### src/rtl/clock_pkg.sv
// Shared types and field limits for the century clock timekeeping logic.
package clock_pkg;

    // Set-mode states; encodings double as the edit_field output value.
    typedef enum logic [2:0] {
        ST_RUN       = 3'd0,
        ST_SET_HOUR  = 3'd1,
        ST_SET_MIN   = 3'd2,
        ST_SET_DAY   = 3'd3,
        ST_SET_MONTH = 3'd4,
        ST_SET_YEAR  = 3'd5
    } state_e;

    localparam logic [5:0] SEC_MAX   = 6'd59;
    localparam logic [5:0] MIN_MAX   = 6'd59;
    localparam logic [4:0] HOUR_MAX  = 5'd23;
    localparam logic [3:0] MONTH_MAX = 4'd12;
    localparam logic [6:0] YEAR_MAX  = 7'd99;

endpackage

### src/rtl/cal_days_in_month.sv
// Days in a given month of a given year of the century (every 4th year is leap).
module cal_days_in_month (
    input  logic [3:0] month,
    input  logic [6:0] year,
    output logic [4:0] dim
);

    // Month length lookup with February leap adjustment
    always_comb begin
        dim = 5'd31;
        case (month)
            4'd2:                   dim = (year[1:0] == 2'b00) ? 5'd29 : 5'd28;
            4'd4, 4'd6, 4'd9, 4'd11: dim = 5'd30;
            default:                dim = 5'd31;
        endcase
    end

endmodule

### src/rtl/calendar_time_ctrl.sv
// Calendar timekeeping: seconds-to-year counter chain plus the time-set FSM.
module calendar_time_ctrl
    import clock_pkg::*;
#(
    parameter int unsigned YEAR_RESET = 0
) (
    input  logic       clk,
    input  logic       rst,
    input  logic       tick_1s,
    input  logic       btn_mode,
    input  logic       btn_inc,
    output logic [5:0] sec,
    output logic [5:0] min,
    output logic [4:0] hour,
    output logic [4:0] day,
    output logic [3:0] month,
    output logic [6:0] year,
    output logic [2:0] edit_field,
    output logic       blink
);

    state_e     state_q, state_d;
    logic [5:0] sec_q, sec_d, min_q, min_d;
    logic [4:0] hour_q, hour_d, day_q, day_d;
    logic [3:0] month_q, month_d;
    logic [6:0] year_q, year_d;
    logic       blink_q, blink_d;

    logic [3:0] month_inc;
    logic [6:0] year_inc;
    logic [3:0] cand_month;
    logic [6:0] cand_year;
    logic [4:0] dim_cur, dim_new;

    assign month_inc = (month_q == MONTH_MAX) ? 4'd1 : month_q + 4'd1;
    assign year_inc  = (year_q == YEAR_MAX) ? '0 : year_q + 7'd1;

    // The clamp must see the month length of the value about to be written
    assign cand_month = (state_q == ST_SET_MONTH) ? month_inc : month_q;
    assign cand_year  = (state_q == ST_SET_YEAR) ? year_inc : year_q;

    cal_days_in_month u_dim_cur (
        .month (month_q),
        .year  (year_q),
        .dim   (dim_cur)
    );

    cal_days_in_month u_dim_new (
        .month (cand_month),
        .year  (cand_year),
        .dim   (dim_new)
    );

    // Next-state: run-mode carry chain, set-mode editing and FSM stepping
    always_comb begin
        state_d = state_q;
        sec_d   = sec_q;
        min_d   = min_q;
        hour_d  = hour_q;
        day_d   = day_q;
        month_d = month_q;
        year_d  = year_q;
        blink_d = blink_q;

        if (state_q == ST_RUN) begin
            if (tick_1s) begin
                if (sec_q == SEC_MAX) begin
                    sec_d = '0;
                    if (min_q == MIN_MAX) begin
                        min_d = '0;
                        if (hour_q == HOUR_MAX) begin
                            hour_d = '0;
                            if (day_q == dim_cur) begin
                                day_d   = 5'd1;
                                month_d = month_inc;
                                if (month_q == MONTH_MAX) begin
                                    year_d = year_inc;
                                end
                            end else begin
                                day_d = day_q + 5'd1;
                            end
                        end else begin
                            hour_d = hour_q + 5'd1;
                        end
                    end else begin
                        min_d = min_q + 6'd1;
                    end
                end else begin
                    sec_d = sec_q + 6'd1;
                end
            end
            // Applied after the tick so the clear wins over the increment
            if (btn_mode) begin
                state_d = ST_SET_HOUR;
                sec_d   = '0;
                blink_d = 1'b1;
            end
        end else begin
            if (tick_1s) begin
                blink_d = ~blink_q;
            end
            if (btn_mode) begin
                blink_d = 1'b1;
                case (state_q)
                    ST_SET_HOUR:  state_d = ST_SET_MIN;
                    ST_SET_MIN:   state_d = ST_SET_DAY;
                    ST_SET_DAY:   state_d = ST_SET_MONTH;
                    ST_SET_MONTH: state_d = ST_SET_YEAR;
                    default: begin
                        state_d = ST_RUN;
                        blink_d = 1'b0;
                    end
                endcase
            end else if (btn_inc) begin
                case (state_q)
                    ST_SET_HOUR: hour_d = (hour_q == HOUR_MAX) ? '0 : hour_q + 5'd1;
                    ST_SET_MIN:  min_d  = (min_q == MIN_MAX) ? '0 : min_q + 6'd1;
                    ST_SET_DAY:  day_d  = (day_q >= dim_cur) ? 5'd1 : day_q + 5'd1;
                    ST_SET_MONTH: begin
                        month_d = month_inc;
                        if (day_q > dim_new) day_d = dim_new;
                    end
                    default: begin
                        year_d = year_inc;
                        if (day_q > dim_new) day_d = dim_new;
                    end
                endcase
            end
        end
    end

    // State and time registers with synchronous reset
    always_ff @(posedge clk) begin
        if (rst) begin
            state_q <= ST_RUN;
            sec_q   <= '0;
            min_q   <= '0;
            hour_q  <= '0;
            day_q   <= 5'd1;
            month_q <= 4'd1;
            year_q  <= 7'(YEAR_RESET);
            blink_q <= 1'b0;
        end else begin
            state_q <= state_d;
            sec_q   <= sec_d;
            min_q   <= min_d;
            hour_q  <= hour_d;
            day_q   <= day_d;
            month_q <= month_d;
            year_q  <= year_d;
            blink_q <= blink_d;
        end
    end

    assign sec        = sec_q;
    assign min        = min_q;
    assign hour       = hour_q;
    assign day        = day_q;
    assign month      = month_q;
    assign year       = year_q;
    assign edit_field = state_q;
    assign blink      = blink_q;

endmodule

### config.mk
export PLATFORM = sky130hd
export DESIGN_NAME = calendar_time_ctrl
export DESIGN_NICKNAME = d
export VERILOG_FILES = /design/src/rtl/clock_pkg.sv /design/src/rtl/cal_days_in_month.sv /design/src/rtl/calendar_time_ctrl.sv
export SDC_FILE = /design/constraint.sdc
export NUM_CORES = 1
export LEC_CHECK = 0
export ABC_AREA = 1
export CAP_MARGIN = 10
export CORE_MARGIN = 5
export CORE_UTILIZATION = 45
export DETAILED_ROUTE_END_ITERATION = 10
export PLACE_DENSITY = 0.82
export SYNTH_ARGS = -nofsm -noshare
export SYNTH_HDL_FRONTEND = slang
export SYNTH_SLANG_ARGS = --single-unit
export TNS_END_PERCENT = 1
### constraint.sdc
create_clock -name clk -period 2.8 [get_ports clk]
set_input_delay 0.56 -clock clk [delete_from_list [all_inputs] [get_ports clk]]
set_output_delay 0.56 -clock clk [all_outputs]
set_load 0.01 [all_outputs]
* Yosys cells after proc, flatten, opt, wreduce, memory -nomap -nowiden
Cells that the tools add are included.
** Cells by class
- Reductions and logical operators :: 19
- Bitwise logic cells :: 1
- Equal/unequal tests :: 31
- $add $sub $neg :: 6
- Magnitude comparators :: 2
- Muxes and demuxes :: 64
** Operators by type and width (number)
- 5-bit 2-to-1 mux :: 18
- 7-bit 2-to-1 mux :: 11
- 6-bit 2-to-1 mux :: 10
- 4-bit 2-to-1 mux :: 10
- 5-bit one-hot mux with 2 select lines :: 3
- 4-bit equality test, second input constant :: 5
- 4-bit by 3-bit equality test with 1-bit output, second input constant :: 4
- 2-bit by 1-bit != test with 1-bit output, second input constant :: 7
- 6-bit by 1-bit adder with 6-bit output, second input constant :: 2
- 6-bit equality test, second input constant :: 2
- 3-bit one-hot mux with 4 select lines :: 1
- 4-bit OR reduction :: 3
- 5-bit by 1-bit adder with 5-bit output, second input constant :: 2
- 3-bit 2-to-1 mux :: 3
- 9-bit AND reduction :: 1
- 4-bit by 2-bit equality test with 1-bit output, second input constant :: 2
- 8-bit AND reduction :: 1
- 2-bit nonzero test :: 4
- 7-bit by 1-bit adder with 7-bit output, second input constant :: 1
- 7-bit equality test, second input constant :: 1
- 1-bit 2-to-1 mux :: 7
- 7-bit AND reduction :: 1
- 3-bit by 2-bit equality test with 1-bit output, second input constant :: 2
- 3-bit equality test, second input constant :: 2
- 16 further kinds :: 20
** Word-level totals
- Input bits :: 5
- Word-level logic and storage cells :: 131
- Output and inout port bits :: 37
- Flip-flop bits (word level) :: 37

* Logic depth before layout (Yosys ltp)
- Depth after elaboration :: 12
- Mapped depth :: 19
- Gate-level depth less buffers :: 19

* Modules after synthesis
Synthesis repeated with hierarchy kept, for this count alone.
** Second synthesis, totals
- Cell total of the unflattened synthesis :: 454
- Area, all modules :: 2829.0 um^2
** By module, submodules not included
- calendar_time_ctrl :: instances 1, cells each 420, area each 2668.8 um^2, sequential area each 740.7 um^2
- cal_days_in_month :: instances 2, cells each 17, area each 80.1 um^2, sequential area each 0.0 um^2

* Worst setup path before layout
Ideal clock, no wire load.
- Kind :: register -> register
- From :: reg month_q[0], in the netlist month[0]
- To :: reg day_q[4], in the netlist day[4]
- Slack :: 324 ps
- Buffers on the path :: 0
- Stages on the path, launching flop included :: 19
- Clock period less this slack :: 2476 ps
- Data arrival time :: 2358 ps
- Library setup time :: 117 ps
- Data required time :: 2683 ps
- Path through :: dfxtp_1 inv_1 ha_1 nand3_1 nand2_1 nand2_1 nand2_1 nor2_1 nand3b_1 nand3_1 ha_1 nand2_1 a31oi_1 nor2_1 nand2_1 inv_2 nand2_1 a31oi_1 nor2_1
** Between the ends
- Longest elaborated chain between the ends :: 10
- Elaborated cells on any way between the ends :: 33
- Classes of those cells :: add/sub: 1; order compare: 2; eq/ne: 12; mux: 14; reduce/logical: 4
** RTL lines
- start, declared :: RTL line calendar_time_ctrl.sv:25 : logic [3:0] month_q, month_d;
- start signal, assigned :: RTL line calendar_time_ctrl.sv:149 : month_q <= month_d;
- branches (longest 10 deep; another with 5-bit greater-than comparator)
- end signal, assigned :: RTL line calendar_time_ctrl.sv:148 : day_q <= day_d;
- end, declared :: RTL line calendar_time_ctrl.sv:24 : logic [4:0] hour_q, hour_d, day_q, day_d;
Several ways; the timed one is not identified. The select of a mux whose other input is x is not followed.
A chain may end at the register's enable or synchronous reset.

* Worst setup path after layout
- From :: reg month_q[1], in the netlist month[1]
- To :: reg day_q[3], in the netlist day[3]
The elaborated chain is that of the path after synthesis.

==> results.md <==
### GRT
• 18.78% — total routing usage reported by global routing
• 2310 — vias in the first global route
• 32.31% — routing usage on met2
• 10.11 mm — global-route wire length before repair
• 0 — grt ovf
• 22.86% — met1 Usage GRT
• met2 — GR peak layer
• 4.605% — GRT met3 Usage
• 0 — initial antenna violation count
• 15 — maximum number of pins on one net before global-route repair

### Place
• 4.291 mm — hpwl dp
• 0.8486 — final estimated routing congestion in global placement
• 0.1541 ns — dpl ws
• 41 — count of port buffers added during placement

### Final layout
• 9.273% — share of final-layout standard cells stronger than drive strength 1
• 497 — fill cell count
• 417 — final-stage net count
• 28.82% — area growth from synthesis to final layout
• 0.001420 mm2 — area used by multi-input combinational logic
• 0 — antenna diode count
• 743.2 um2 — Sequential Area

### Min path
• flip-flop to flip-flop — hold crit path type

### Clock tree
• 2 — Max Root-Sink Buffers
• 2 — Clock H-tree levels
• yes — TritonCTS clock tree
• 0.29 ns — clock latency reported for the late side of the worst-skew pair
• 5 — number of CTS-inserted buffers
• sky130_fd_sc_hd__clkbuf_8 — clock root cell
• 37 — TritonCTS sink count
• 0.08 ns — clk slew on worst S/H paths

### Pwr
• 26.69% — switch share
• 0.2869 mV — VDD IR-drop max
• 988.0 uW — Power Internal
• 17.0% — Comb pwr share
• 1.348 mW — total power after layout
• 41.2% — portion of total power attributed to the clock network
• 41.8% — share of power burned in registers
• 359.8 uW — NetSw
• 447.9 mW/mm2 — cell area power density
• 1.368 nW — static leakage power

### Critical path
• flip-flop to flip-flop — WS Path Type
• 19 — Reg2Reg Depth
• 2.69 ns — arrival time of the worst setup path
• flip-flop — Worst Setup Start Kind
• 0.30 ns — flop-to-flop setup slack
• 2.99 ns — worst path required time
• 6 — maximum fanout encountered on the critical timing path
• day[3]$_SDFFE_PP0P_ — endpoint of the lowest-slack register-to-register path
• month[1]$_SDFFE_PP0P_ — reg-to-reg startpoint
• day[3]$_SDFFE_PP0P_ — destination of the critical timing path
• flip-flop — critical path endpoint category
• month[1]$_SDFFE_PP0P_ — source of the critical timing path

### Synthesis
• 0 — Syn. warnings
• 6.693 um2 — Avg Synthesized Cell Area
• sky130_fd_sc_hd__dfxtp_1 — Top FF cell, synth
• sky130_fd_sc_hd__nand2_1 — most frequent cell after synthesis
• sky130_fd_sc_hd__dfxtp_1 — library cell with the largest summed area after synthesis
• 0% — proportion of register bits with asynchronous set or reset after synthesis
• 31.71% — sequential cell area fraction in the yosys report
• sky130_fd_sc_hd__dfxtp_1, sky130_fd_sc_hd__nand2_1, sky130_fd_sc_hd__ha_1, sky130_fd_sc_hd__inv_1, sky130_fd_sc_hd__nand3_1 — cell types occupying the most area after synthesis
• 349 — synthesized instance count
• 31.71% — share of the synthesized area in the top cell type
• sky130_fd_sc_hd__nand2_1, sky130_fd_sc_hd__inv_1, sky130_fd_sc_hd__dfxtp_1 — Synth top cells by count
• 368 — Synthesized Nets
• 39 — post-synth cell types
• 37 — post-synthesis sequential element count
• 0 — number of enable flip-flop cells after synthesis
• 0.002336 mm2 — Post-Syn Area

### Run
• 0 — Max Cap Viol

### Floorplanning
• 82.05 um — chip width
• 0.005075 mm2 — core outline area
• 26 — number of core rows
• 42 — number of placed I/O pins
• 46.03% — Initial Util
• 82.05 um — die extent in y
• 0.006732 mm2 — die area

### Timing
• 0 — count of endpoints failing hold in the final timing report
• 0 — final count of pins violating max slew
• 0.003040 ns — Post-Route Skew
• 2.502 ns — final critical-path required period
• 0 — Final setup viols
• 0 ns — post-route setup TNS
• 0.2984 ns — Final WS setup
• 68.82% — worst slew margin relative to its limit
• 0.4672 ns — worst-margin pin slew
• 399.8 MHz — upper clock frequency limit
• 89.34% — fraction of the cycle the final worst path needs

### Detailed routing
• 5.115 — via count normalized by instance count
• 12.20 um — post-DR wirelength/cell
• 0 — DRC Markers
• 5.721 mm — wire length reported by the detailed router
• 0 — count of nets left with antenna violations after detail routing
• 2399 — via count
• 108 — Starting DRT DRC Count
• 4 — length of the first detailed-routing pass in iterations

### Run status
• finished clean — run status

[per-stage QoR]
step                hold slack [ns]  cell area, um2  cells  util, %
floorplan                    0.4920            2336    349        -
global placement             0.4726            2844    460    56.04
detailed placement           0.4745            2844    460    56.04
CTS                          0.4854            2978    468    58.68
global route                 0.5200            3009    469    59.29
finish                       0.4829            3009    469    59.29
[worst max-delay path, stage by stage (launching register included)]
cell                       delay [ns]
sky130_fd_sc_hd__dfxtp_2         0.35
sky130_fd_sc_hd__inv_1           0.12
sky130_fd_sc_hd__ha_2            0.21
sky130_fd_sc_hd__nand3_2         0.12
sky130_fd_sc_hd__nand2_2         0.09
sky130_fd_sc_hd__nand2_1         0.06
sky130_fd_sc_hd__nand2_1         0.12
sky130_fd_sc_hd__nor2_2          0.06
sky130_fd_sc_hd__nand3_1         0.10
sky130_fd_sc_hd__inv_1           0.05
sky130_fd_sc_hd__ha_1            0.28
sky130_fd_sc_hd__inv_1           0.04
sky130_fd_sc_hd__o21bai_1        0.11
sky130_fd_sc_hd__a31oi_1         0.09
sky130_fd_sc_hd__nor2_1          0.10
sky130_fd_sc_hd__nand2_1         0.10
sky130_fd_sc_hd__inv_2           0.11
sky130_fd_sc_hd__nand2_1         0.09
sky130_fd_sc_hd__a21oi_1         0.14
sky130_fd_sc_hd__nor2_1          0.05
[sequential cells by signal, summed over array words and instances, names as in the netlist]
signal and count:
blink 1, hour 5, year 7, min 6, edit_field 3, sec 6, day 5, month 4
[layout make-up]
type	instances	area share, %
Tap cell	70	2.911
Multi-Input combinational cell	260	47.19
Clock buffer	5	2.287
Inverter	49	6.112
Sequential cell	37	24.70
Timing Repair Buffer	45	14.64
Clock inverter	3	2.162
[kinds of logic (layout without fill, tap and decap cells)]
family,after synthesis,after routing,share of synthesized area [%]
simple gates,174,174,33.74
xor+xnor,9,9,3.375
fa+ha+maj,14,14,7.499
compound gates,63,63,15.27
flops,37,37,31.71
buf+inv,52,102,8.409
[worst min-delay path by stage]
stage          slack (ns)             endpoint                start  cells after the start
2_1_floorplan        0.49  min[5]$_SDFFE_PP0P_  min[5]$_SDFFE_PP0P_                      2
3_3_place_gp         0.47  min[5]$_SDFFE_PP0P_  min[5]$_SDFFE_PP0P_                      2
3_5_place_dp         0.47  min[5]$_SDFFE_PP0P_  min[5]$_SDFFE_PP0P_                      2
4_1_cts              0.49  min[5]$_SDFFE_PP0P_  min[5]$_SDFFE_PP0P_                      2
5_1_grt              0.52  min[4]$_SDFFE_PP0P_  min[4]$_SDFFE_PP0P_                      1
6_report             0.48  min[5]$_SDFFE_PP0P_  min[5]$_SDFFE_PP0P_                      2
[power groups by stage]
stage	sequential (mW)	combinational, mW	clock [mW]
final	0.563	0.229	0.556
after global routing	0.566	0.258	0.596
after global placement	0.574	0.216	0
after detailed placement	0.575	0.222	0
after CTS	0.562	0.223	0.565
after floorplan	0.580	0.139	0
[cells in the final DEF, fill, tap and decap left out, drive strengths merged, types with 2 or more instances in the layout]
| cell | n |
|---|---|
| clkdlybuf4s50 | 41 |
| clkbuf | 5 |
| o21a | 3 |
| nand2 | 88 |
| a31oi | 4 |
| nor3 | 7 |
| nand4 | 7 |
| or2 | 4 |
| a21oi | 26 |
| nand3b | 2 |
| dfxtp | 37 |
| nand3 | 28 |
| nor3b | 2 |
| ha | 14 |
| buf | 4 |
| o21ai | 22 |
| inv | 49 |
| nor2 | 35 |
| bufinv | 2 |
| xor2 | 8 |
| a211oi | 3 |
[routing by layer]
metal  vias up  part of all wire [%]
li1       1246                     -
met1      1086                    45
met2        56                    48
met3        11                   4.8
met4         0                   1.5
met5         -                     0
[timing repair]
action | 4_1_cts | 5_1_grt
buffers inserted | 0 | 1
endpoints found under the setup margin | 0 | 5
hold buffers | 0 | 0
gates resized for setup | 0 | 9
No activity file was read; power rests on OpenSTA's default activity.
